**config.mk**
```make
export PLATFORM = sky130hd
export DESIGN_NAME = rtc_bus_reader
export DESIGN_NICKNAME = d
export VERILOG_FILES = /design/src/rtl/rtc_bus_reader.sv
export SDC_FILE = /design/constraint.sdc
export NUM_CORES = 1
export LEC_CHECK = 0
export BUFFER_PORTS_ARGS = -buffer_cell sky130_fd_sc_hd__buf_4
export CAP_MARGIN = 30
export CORE_MARGIN = 2
export CORE_UTILIZATION = 50
export CTS_CLUSTER_SIZE = 14
export DETAILED_ROUTE_END_ITERATION = 8
export PLACE_DENSITY_LB_ADDON = 0.1
export SLEW_MARGIN = 20
export SYNTH_ARGS = -nofsm -noshare
export SYNTH_HDL_FRONTEND = slang
export SYNTH_SLANG_ARGS = --single-unit
```
**constraint.sdc**
```tcl
create_clock -name clock -period 2.29 [get_ports clock]
set_input_delay 0.458 -clock clock [delete_from_list [all_inputs] [get_ports clock]]
set_output_delay 0.458 -clock clock [all_outputs]
set_load 0.02 [all_outputs]
```
**src/rtl/rtc_bus_reader.sv**
```systemverilog
// Reads seconds..year from the RTC over the AD/CS/WR/RD bus and publishes them as one snapshot.
// Latency 6*FRAME_LEN cycles from the chs rising edge to done; chs edges are ignored while busy.
module rtc_bus_reader #(
  parameter logic [7:0] ADDR_BASE = 8'h21,
  parameter int         FRAME_LEN = 35
) (
  input  logic       clock,
  input  logic       reset,
  input  logic       chs,
  input  logic [7:0] ADin,
  output logic [7:0] ADout,
  output logic       oe,
  output logic       ad,
  output logic       wr,
  output logic       rd,
  output logic       cs,
  output logic [7:0] seg,
  output logic [7:0] min,
  output logic [7:0] hora,
  output logic [7:0] dia,
  output logic [7:0] mes,
  output logic [7:0] year,
  output logic       busy,
  output logic       done
);

  typedef enum logic {ST_IDLE, ST_RUN} state_t;

  localparam logic [6:0] CNT_LAST = 7'(FRAME_LEN - 1);
  localparam logic [2:0] IDX_LAST = 3'd5;

  state_t      state_q, state_d;
  logic [6:0]  cnt_q, cnt_d;
  logic [2:0]  idx_q, idx_d;
  logic [7:0]  addr_q, addr_d;
  logic [7:0]  adout_q, adout_d;
  logic        oe_q, oe_d;
  logic        ad_q, ad_d;
  logic        wr_q, wr_d;
  logic        rd_q, rd_d;
  logic        cs_q, cs_d;
  logic        done_q, done_d;
  logic        chs_q, chs_d;
  logic [7:0]  shadow_q [6];
  logic [7:0]  shadow_d [6];
  logic [7:0]  snap_q [6];
  logic [7:0]  snap_d [6];

  always_ff @(posedge clock) begin
    if (!reset) begin
      state_q <= ST_IDLE;
      cnt_q   <= '0;
      idx_q   <= '0;
      addr_q  <= '0;
      adout_q <= '0;
      oe_q    <= 1'b0;
      ad_q    <= 1'b1;
      wr_q    <= 1'b1;
      rd_q    <= 1'b1;
      cs_q    <= 1'b1;
      done_q  <= 1'b0;
      chs_q   <= 1'b0;
      for (int i = 0; i < 6; i++) begin
        shadow_q[i] <= '0;
        snap_q[i]   <= '0;
      end
    end else begin
      state_q <= state_d;
      cnt_q   <= cnt_d;
      idx_q   <= idx_d;
      addr_q  <= addr_d;
      adout_q <= adout_d;
      oe_q    <= oe_d;
      ad_q    <= ad_d;
      wr_q    <= wr_d;
      rd_q    <= rd_d;
      cs_q    <= cs_d;
      done_q  <= done_d;
      chs_q   <= chs_d;
      for (int i = 0; i < 6; i++) begin
        shadow_q[i] <= shadow_d[i];
        snap_q[i]   <= snap_d[i];
      end
    end
  end

  always_comb begin
    state_d  = state_q;
    cnt_d    = cnt_q;
    idx_d    = idx_q;
    addr_d   = addr_q;
    adout_d  = adout_q;
    oe_d     = oe_q;
    ad_d     = ad_q;
    wr_d     = wr_q;
    rd_d     = rd_q;
    cs_d     = cs_q;
    done_d   = 1'b0;
    chs_d    = chs;
    shadow_d = shadow_q;
    snap_d   = snap_q;

    case (state_q)
      ST_IDLE: begin
        if (chs && !chs_q) begin
          state_d = ST_RUN;
          cnt_d   = '0;
          idx_d   = '0;
        end
      end
      ST_RUN: begin
        cnt_d = cnt_q + 7'd1;
        // Address phase (cnt 0..11), then RD-strobed data phase (cnt 15..23).
        case (cnt_q)
          7'd0: begin
            ad_d   = 1'b1;
            wr_d   = 1'b1;
            rd_d   = 1'b1;
            cs_d   = 1'b1;
            addr_d = ADDR_BASE + {5'd0, idx_q};
          end
          7'd1:  ad_d = 1'b0;
          7'd2:  cs_d = 1'b0;
          7'd3:  wr_d = 1'b0;
          7'd4: begin
            adout_d = addr_q;
            oe_d    = 1'b1;
          end
          7'd8:  wr_d = 1'b1;
          7'd9:  cs_d = 1'b1;
          7'd10: ad_d = 1'b1;
          7'd11: begin
            oe_d    = 1'b0;
            adout_d = 8'h00;
          end
          7'd15: cs_d = 1'b0;
          7'd16: rd_d = 1'b0;
          7'd21: begin
            for (int i = 0; i < 6; i++) begin
              if (idx_q == 3'(i)) shadow_d[i] = ADin;
            end
          end
          7'd22: rd_d = 1'b1;
          7'd23: cs_d = 1'b1;
          default: ;
        endcase
        if (cnt_q == CNT_LAST) begin
          cnt_d = '0;
          if (idx_q == IDX_LAST) begin
            // Last byte already sits in its shadow slot, so all six publish together.
            snap_d  = shadow_q;
            done_d  = 1'b1;
            state_d = ST_IDLE;
            idx_d   = '0;
          end else begin
            idx_d = idx_q + 3'd1;
          end
        end
      end
      default: state_d = ST_IDLE;
    endcase
  end

  assign ADout = adout_q;
  assign oe    = oe_q;
  assign ad    = ad_q;
  assign wr    = wr_q;
  assign rd    = rd_q;
  assign cs    = cs_q;
  assign seg   = snap_q[0];
  assign min   = snap_q[1];
  assign hora  = snap_q[2];
  assign dia   = snap_q[3];
  assign mes   = snap_q[4];
  assign year  = snap_q[5];
  assign busy  = (state_q == ST_RUN);
  assign done  = done_q;

endmodule

```
==> results of run 1 <==
[placed cells by master (no fill, tap or decap), types with 4 or more instances in the layout]
master     instances
nand3b_1           4
mux2i_1           50
and3_4             5
nand2_1           68
inv_1              7
o21ai_0            8
clkinv_4           5
nand3_1           10
nor2b_1            6
buf_4             76
nor2_1            10
a22o_1            53
bufinv_16          5
dfxtp_1          124
a21oi_1            8
clkbuf_16         16
ha_1               9
[metrics by stage]
stage / instance area, sq um / cells / power, mW / hold slack (ns) / worst slack (ns)
after CTS: 5850 / 624 / 5.25 / 0.145 / 0.222
after floorplan: 4630 / 434 / 2.32 / 0.432 / 0.436
after detailed placement: 5200 / 592 / 2.38 / 0.448 / 0.261
after global placement: 5200 / 592 / 2.38 / 0.442 / 0.282
final: 5850 / 624 / 5.22 / 0.163 / 0.209
after global routing: 5850 / 624 / 5.37 / 0.163 / 0.0793
[flip-flops by register name (all words and copies together) (netlist names), 3 cells and up]
signal	count
ADout	5
addr_q	5
cnt_q	7
dia	8
hora	8
idx_q	3
mes	8
min	8
seg	8
shadow_q	48
year	8
[synth_stat cells, drive strengths merged (2+ instances only)]
master	count	area share
a31oi	2	0.0027
nand3b	4	0.0065
nand4b	2	0.0038
a211oi	3	0.0049
nor2	11	0.0095
o21ai	8	0.0087
and4bb	2	0.0054
clkbuf	14	0.011
and2	4	0.0054
nand4	3	0.0041
mux2i	50	0.11
and3	8	0.016
nand2	69	0.057
inv	7	0.0057
a21oi	9	0.011
nor2b	6	0.0081
nand3	11	0.013
buf	18	0.033
a22o	53	0.10
ha	9	0.024
dfxtp	124	0.54
o32ai	2	0.0038
[report_power, final]
group          internal (mW)  switching, mW  total [mW]
registers               2.17         0.0102        2.18
clock network           1.92          0.968        2.88
logic                 0.0503          0.105       0.155
total                   4.13           1.08        5.22
[logic make-up after synthesis]
| group | synth area share |
|---|---|
| AND/OR/NAND/NOR | 0.136 |
| other | 0.000811 |
| AO/OA/AOI/OAI | 0.143 |
| buffers and inverters | 0.0511 |
| multiplexers | 0.108 |
| flip-flops | 0.537 |
| adder cells (fa/ha/maj) | 0.0244 |
[worst max-delay path by stage]
stage                        start     endpoint  cells past startpoint
final                         busy  shadow_q[4]                      4
after global routing          busy  shadow_q[4]                      4
after CTS                     busy  shadow_q[4]                      4
after detailed placement      busy  shadow_q[5]                      4
after global placement        busy  shadow_q[4]                      4
after floorplan           cnt_q[0]       dia[7]                      9
[metal layers]
layer	up-vias	track usage
met5	-	0
met3	8	0.0655
li1	1671	-
met4	0	0.0569
met2	84	0.336
met1	1588	0.284
[layout make-up]
cell class                 instances  area [sq um]  share of cell area
tap                              111           139              0.0237
inverter                           8          30.0             0.00513
sequential                       124          2480               0.424
clock buffer                      19           432              0.0738
clock inverter                    13           215              0.0368
multi-input combinational        270          1920               0.328
timing repair buffer              79           631               0.108
==> metrics.md, run 1 <==
| Metric | Value |
|---|---|
| Cell Chain, Critical Path | and4bb_2, and3_1, and2_1, mux2i_1 |
| Critical Path End Type | flip-flop |
| Worst Skew | between 0.007 and 0.008 ns |
| Fin Setup TNS | 0 ns |
| Reg2Reg Setup Slack | 0.21 ns |
| Routability Congestion | 0.907 |
| Critical path arrival | 2.51 ns |
| Peak supply drop | between 0.3 and 0.4 mV |
| Die Width | 100 um |
| # fillers | about 740 |
| Post-synthesis sequential area ratio | 0.537 |
| Core ar. | 9110 sq um |
| Worst-path clk slew | 0.06 ns |
| Worst hold path endpoint | chs_q |
| First-pass GRT wire length | 16.5 mm |
| Netlist Area Pre-Place | 4620 sq um |
| First DRT Iteration DRCs | 161 |
| Worst path max stage delay | 0.58 ns |
| # H-tree levels | 4 |
| Vias in the first global route | 3,181 |
| Wire per inst | 16.2 um |
| Static leakage | 2.45 nW |
| Later-pin clock latency in the skew report | approximately 0.51 ns |
| Die Span Y | 100 um |
| Vias after detailed routing | 3,351 |
| DRC Markers | 0 |
| Pre-Repair DR Iteration Count | 5 |
| Clk sinks | 124 |
| Ys async rst share | 0 |
| Hold path depth | 2 |
| Main synth FF type | dfxtp_1 |
| Initial core utilization | 0.508 |
| Post-synth EDFFs | 0 |
| Crit path kind | flip-flop to flip-flop |
| Root buffer cell | clkbuf_8 |
| Min Tclk post-route | 2.08 ns |
| Period utilisation layout | 0.909 |
| Max-slew headroom | 0.510 |
| Util after Layout | 0.642 |
| Class of the worst hold path | primary input to flip-flop |
| Cell count after synthesis | 432 |
| Routed wire length | between 10 and 15 mm |
| GRT Overall Usage | 0.212 |
| Diode count | 0 |
| Largest net degree at the start of global routing | 43 |
| R2R Path End | shadow_q[4] |
| Vias per cell | 5.37 |
| CTS resizes | 0 |
| Top sig layer | met4 |
| Die area | 10,000 sq um |
| Slew at the pin with the worst max-slew slack | 0.735 ns |
| FF-to-FF path depth | 4 |
| Area growth, synth to finish | 26.5% |
| Final setup violation count | 0 |
| Initial antenna violation count | 0 |
| R2R Path Start | busy |
| Startpoint types | flip-flop |
| WL met1 | 4.81 mm |
| # IOs | between 70 and 80 |
| Fin. Hold Viols | 0 |
| Synthesized flop and latch total | 124 |
| Nets | 520 |
| Slowest CP cell | dfxtp_1 |
| DP HPWL | around 6.6 mm |
| Setup Buffers After CTS | 0 |
| Post-CTS Hold Buffers | 0 |
| Row count | 35 |
| Share of layout cells above drive strength 1 | 0.236 |
| Routed Antenna Nets | 0 |
| Wire length on met2 | 4.76 mm |
| Status | finished, final reports clean |
| Routed length on met3 | 468 um |
| Max Slew Vio Count | 0 |
| Ys Warns | 0 |
| Synth cell types | 44 |
| Num CTS Buffers | 17 |
| CTS tree | built |
| Buf/Inv on CP | 0 |
| F_max | around 480 MHz |
| Worst Path Max Fanout | 14 |
| Top cell family by delay on the critical path | simple AND/OR/NAND/NOR gates |
| Hold Startpoint | chs |
| IO Port Bufs | 70 |
| Clk buf depth | 2 |
| Unrepaired setup endpoints after global routing | false |
| PD cells | 892 nW/um^2 |
| Synth Area per Inst | 10.7 sq um |
| Gr ovfl total | 0 |
| MaxCap Viol Count | 0 |
| CP required | ~2.7 ns |
Power figures use the tool's default switching activity.
==> run 2, diff against run 1 <==
--- a/config.mk
+++ b/config.mk
@@ -7,6 +7,7 @@
 export LEC_CHECK = 0
 export BUFFER_PORTS_ARGS = -buffer_cell sky130_fd_sc_hd__buf_4
 export CAP_MARGIN = 30
+export CORE_ASPECT_RATIO = 2
 export CORE_MARGIN = 2
 export CORE_UTILIZATION = 50
 export CTS_CLUSTER_SIZE = 14
==> metrics.md, run 2 (same netlist as run 1, synthesis figures left out) <==
| Metric | Value |
|---|---|
| Sw Pwr | roughly 1.1 mW |
| DP Worst Slack | 0.292 ns |
| PD cells | 858 nW/um^2 |
| Power share of the clock group | 0.530 |
| # IOs | 74 |
| # H-tree levels | 4 |
| Final worst-path setup slack | 0.278 ns |
| Diode count | 0 |
| Critical Path End Type | flip-flop |
| DRC Markers | 0 |
| Initial core utilization | 0.513 |
| Min Tclk post-route | 2.01 ns |
| Core ar. | approximately 9000 sq um |
| Final setup violation count | 0 |
| DP HPWL | 7.55 mm |
| Wire per inst | 17.4 um |
| Die Width | between 70 and 80 um |
| First DRT Iteration DRCs | 170 |
| Routed Antenna Nets | 0 |
| First-pass GRT wire length | roughly 17 mm |
| Critical path arrival | 2.34 ns |
| CTS tree | built |
| Fin Setup TNS | 0 ns |
| Worst Path Max Fanout | 14 |
| Share of layout cells above drive strength 1 | 0.242 |
| Routability Congestion | 0.908 |
| GRT Overall Usage | 0.220 |
| Net Sw Frac | 0.219 |
| Worst Skew | 0.00851 ns |
| Class of the worst hold path | primary input to flip-flop |
| Vias after detailed routing | 3,439 |
| Post-CTS Hold Buffers | 0 |
| Internal power | just under 4 mW |
| Peak supply drop | 0.550 mV |
| Commonest cells after routing, fill and taps aside | 124 x dfxtp_1, 80 x buf_4, 68 x nand2_1 |
| Fin. Hold Viols | 0 |
| IO Port Bufs | 70 |
| Die area | 10,100 sq um |
| Max reg flops | 48 |
| Clk buf depth | 2 |
| Root buffer cell | clkbuf_16 |
| Later-pin clock latency in the skew report | 0.41 ns |
| Setup Buffers After CTS | 0 |
| Crit path kind | flip-flop to flip-flop |
| CP required | 2.62 ns |
| Gr ovfl total | 0 |
| MaxCap Viol Count | 0 |
| Area post-placement | 5200 sq um |
| Largest net degree at the start of global routing | 36 |
| Worst-path clk slew | ~0.06 ns |
| F_max | 497 MHz |
| Routed wire length | about 11 mm |
| Clk sinks | 124 |
| Reg power frac | 0.438 |
| Largest reg by FF count | shadow_q |
| Unrepaired setup endpoints after global routing | false |
| Static leakage | 2.43 nW |
| Period utilisation layout | 0.879 |
| Status | finished, final reports clean |
| Area growth, synth to finish | 25.3% |
| Post-route cell area | 5790 sq um |
| Pre-Repair DR Iteration Count | 5 |
| CTS resizes | 0 |
| Num CTS Buffers | 17 |
| Max Slew Vio Count | 0 |
| Row count | 49 |
| Initial antenna violation count | 0 |
| Nets | 523 |
| Die Span Y | 140 um |
| Startpoint types | flip-flop |
| Commonest non-fill, non-tap cell in the layout | dfxtp_1 |
| Power share of the combinational group | 0.032 |
| Vias per cell | ~5.6 |
| Vias in the first global route | 3,510 |
run 2: final timing paths:
| path | endpoint | from | depth (start not counted) | slack, ns |
|---|---|---|---|---|
| worst min-delay path | chs_q | chs | 2 | 0.27 |
| worst max register to register | shadow_q[0] | busy | 4 | 0.28 |
| worst max-delay path | shadow_q[0] | busy | 4 | 0.28 |
| worst min register to register | shadow_q[47] | shadow_q[47] | 2 | 0.46 |
run 2: final cells by class:
cell class | count | area, sq um
fillers | 713 | 3220
flip-flops and latches | 124 | 2480
multi-input cells | 270 | 1920
repair buffers | 82 | 641
clock buffers | 19 | 453
clock inverters | 13 | 140
well taps | 102 | 128
inverters | 8 | 30.0
run 2: per-stage QoR:
stage                      util  hold slack, ns  total power [mW]  std cells
final                     0.643           0.267              4.97        618
after global placement    0.577           0.444              2.38        586
after global routing      0.643           0.249              5.12        618
after floorplan               -           0.432              2.32        434
after detailed placement  0.577           0.448              2.38        586
after CTS                 0.643           0.248              5.02        618
run 2: worst max-delay path: stages, from the launching register on:
cell	delay, ns
dfxtp_1	0.58
and4bb_2	0.33
and3_1	0.30
and2_1	0.48
mux2i_1	0.24
run 2: routing by layer:
layer | up-vias | part of all wire | global-route usage
met1 | 1640 | 0.38 | 0.214
met5 | - | 0 | 0
met2 | 104 | 0.56 | 0.418
met4 | 0 | 0.024 | 0.0983
met3 | 22 | 0.039 | 0.0568
li1 | 1673 | - | -
run 2: power groups by stage:
stage | Sequential, mW | Clock [mW] | Combinational, mW
finish | 2.18 | 2.63 | 0.159
global route | 2.18 | 2.77 | 0.170
CTS | 2.18 | 2.68 | 0.157
detailed placement | 2.22 | 0 | 0.157
global placement | 2.22 | 0 | 0.156
floorplan | 2.22 | 0 | 0.0989
==> run 3, diff against run 2 <==
--- a/config.mk
+++ b/config.mk
@@ -12,7 +12,7 @@
 export CORE_UTILIZATION = 50
 export CTS_CLUSTER_SIZE = 14
 export DETAILED_ROUTE_END_ITERATION = 8
-export PLACE_DENSITY_LB_ADDON = 0.1
+export PLACE_DENSITY = 0.75
 export SLEW_MARGIN = 20
 export SYNTH_ARGS = -nofsm -noshare
 export SYNTH_HDL_FRONTEND = slang
==> metrics.md, run 3 (same netlist as run 1, synthesis figures left out) <==
| Metric | Value |
|---|---|
| CP required | 2.62 ns |
| Cell Chain, Critical Path | nor2b_1, and3_1, and2_1, mux2i_1 |
| Die Width | between 70 and 80 um |
| Routability Congestion | 0.911 |
| Initial antenna violation count | 0 |
| Peak supply drop | 0.549 mV |
| Gr ovfl total | 0 |
| WHS | 0.256 ns |
| Vias per cell | 5.59 |
| Reg power frac | 0.435 |
| Worst Path Max Fanout | 16 |
| Largest net degree at the start of global routing | 50 |
| Pre-Repair DR Iteration Count | 5 |
| Vias after detailed routing | 3,451 |
| Die Span Y | 140 um |
| Internal power | 3.89 mW |
| # H-tree levels | 4 |
| Status | finished, final reports clean |
| Unrepaired setup endpoints after global routing | false |
| GRT Overall Usage | 0.220 |
| CTS resizes | 0 |
| First-pass GRT wire length | ~17 mm |
| Root buffer cell | clkbuf_16 |
| Sw Pwr | 1.11 mW |
| Diode count | 0 |
| DP Worst Slack | around 0.28 ns |
| Post-route cell area | 5780 sq um |
| # IOs | 74 |
| Final worst-path setup slack | 0.265 ns |
| Power share of the clock group | 0.532 |
| Critical path arrival | roughly 2.4 ns |
| Final setup violation count | 0 |
| Startpoint types | flip-flop |
| Worst Skew | 0.0111 ns |
| CTS tree | built |
| Wire per inst | 17.2 um |
| Later-pin clock latency in the skew report | approximately 0.42 ns |
| Largest reg by FF count | shadow_q |
| Commonest cells after routing, fill and taps aside | 124 x dfxtp_1, 80 x buf_4, 68 x nand2_1 |
| Clk sinks | 124 |
| Area post-placement | 5180 sq um |
| F_max | a little under 500 MHz |
| Static leakage | between 2 and 2.5 nW |
| Power share of the combinational group | 0.032 |
| Setup Buffers After CTS | 0 |
| Fin Setup TNS | 0 ns |
| Min Tclk post-route | around 2 ns |
| Routed wire length | 10.6 mm |
| Max Slew Vio Count | 0 |
| Row count | between 40 and 50 |
| Core ar. | roughly 9000 sq um |
| Die area | just over 10,000 sq um |
| Vias in the first global route | roughly 3,400 |
| Placed instance count | between 500 and 600 |
| Initial core utilization | 0.513 |
| Worst path max stage delay | ~0.59 ns |
| Class of the worst hold path | primary input to flip-flop |
| Share of layout cells above drive strength 1 | 0.239 |
| Slowest CP cell | dfxtp_1 |
| Num CTS Buffers | 17 |
| Post-CTS Hold Buffers | 0 |
| MaxCap Viol Count | 0 |
| Max reg flops | 48 |
| IO Port Bufs | 70 |
| Total power | roughly 5 mW |
| Period utilisation layout | 0.884 |
| Commonest non-fill, non-tap cell in the layout | dfxtp_1 |
| Non-Filler Instances | 617 |
| Routed Antenna Nets | 0 |
| Crit path kind | flip-flop to flip-flop |
| PD cells | 865 nW/um^2 |
| Net Sw Frac | 0.222 |
| First DRT Iteration DRCs | around 170 |
| Slew at the pin with the worst max-slew slack | 0.539 ns |
| Fin. Hold Viols | 0 |
| Max-slew headroom | 0.641 |
| Worst-path clk slew | 0.05 ns |
| DRC Markers | 0 |
| Util after Layout | 0.641 |
| Area growth, synth to finish | 24.9% |
| Clk buf depth | 2 |
| Critical Path End Type | flip-flop |
| DP HPWL | 7.45 mm |
| Nets | 522 |
run 3: worst max-delay path, delay by kind of cell (launching register included):
kind / cells / cell delay, ns
flops: 1 / 0.59
mux: 1 / 0.25
simple gates: 3 / 1.11
run 3: final timing paths:
path                      end  startpoint  slack, ns  cells past startpoint
setup / recovery  shadow_q[7]    cnt_q[2]       0.26                      4
hold / removal          chs_q         chs       0.26                      2
setup reg to reg  shadow_q[7]    cnt_q[2]       0.26                      4
hold reg to reg     addr_q[1]   addr_q[1]       0.46                      2
run 3: area by class of cell:
type	count	area [sq um]
Timing Repair Buffer	81	621
Clock buffer	20	457
Clock inverter	12	138
Tap cell	102	128
Fill cell	731	3240
Multi-Input combinational cell	270	1920
Sequential cell	124	2480
Inverter	8	30.0
run 3: power by group through the flow:
stage               sequential, mW  clock [mW]  combinational (mW)
global placement              2.22           0               0.159
global route                  2.17        2.77               0.176
CTS                           2.17        2.69               0.162
floorplan                     2.22           0              0.0989
finish                        2.17        2.66               0.162
detailed placement            2.22           0               0.162
run 3: metal layers:
| metal | share of wire | wire length [um] | up-vias | GRT usage |
|---|---|---|---|---|
| li1 | - | - | 1669 | - |
| met1 | 0.39 | 4120 | 1677 | 0.228 |
| met2 | 0.56 | 5910 | 84 | 0.404 |
| met3 | 0.034 | 364 | 21 | 0.0475 |
| met4 | 0.022 | 233 | 0 | 0.104 |
| met5 | 0 | 0 | - | 0 |
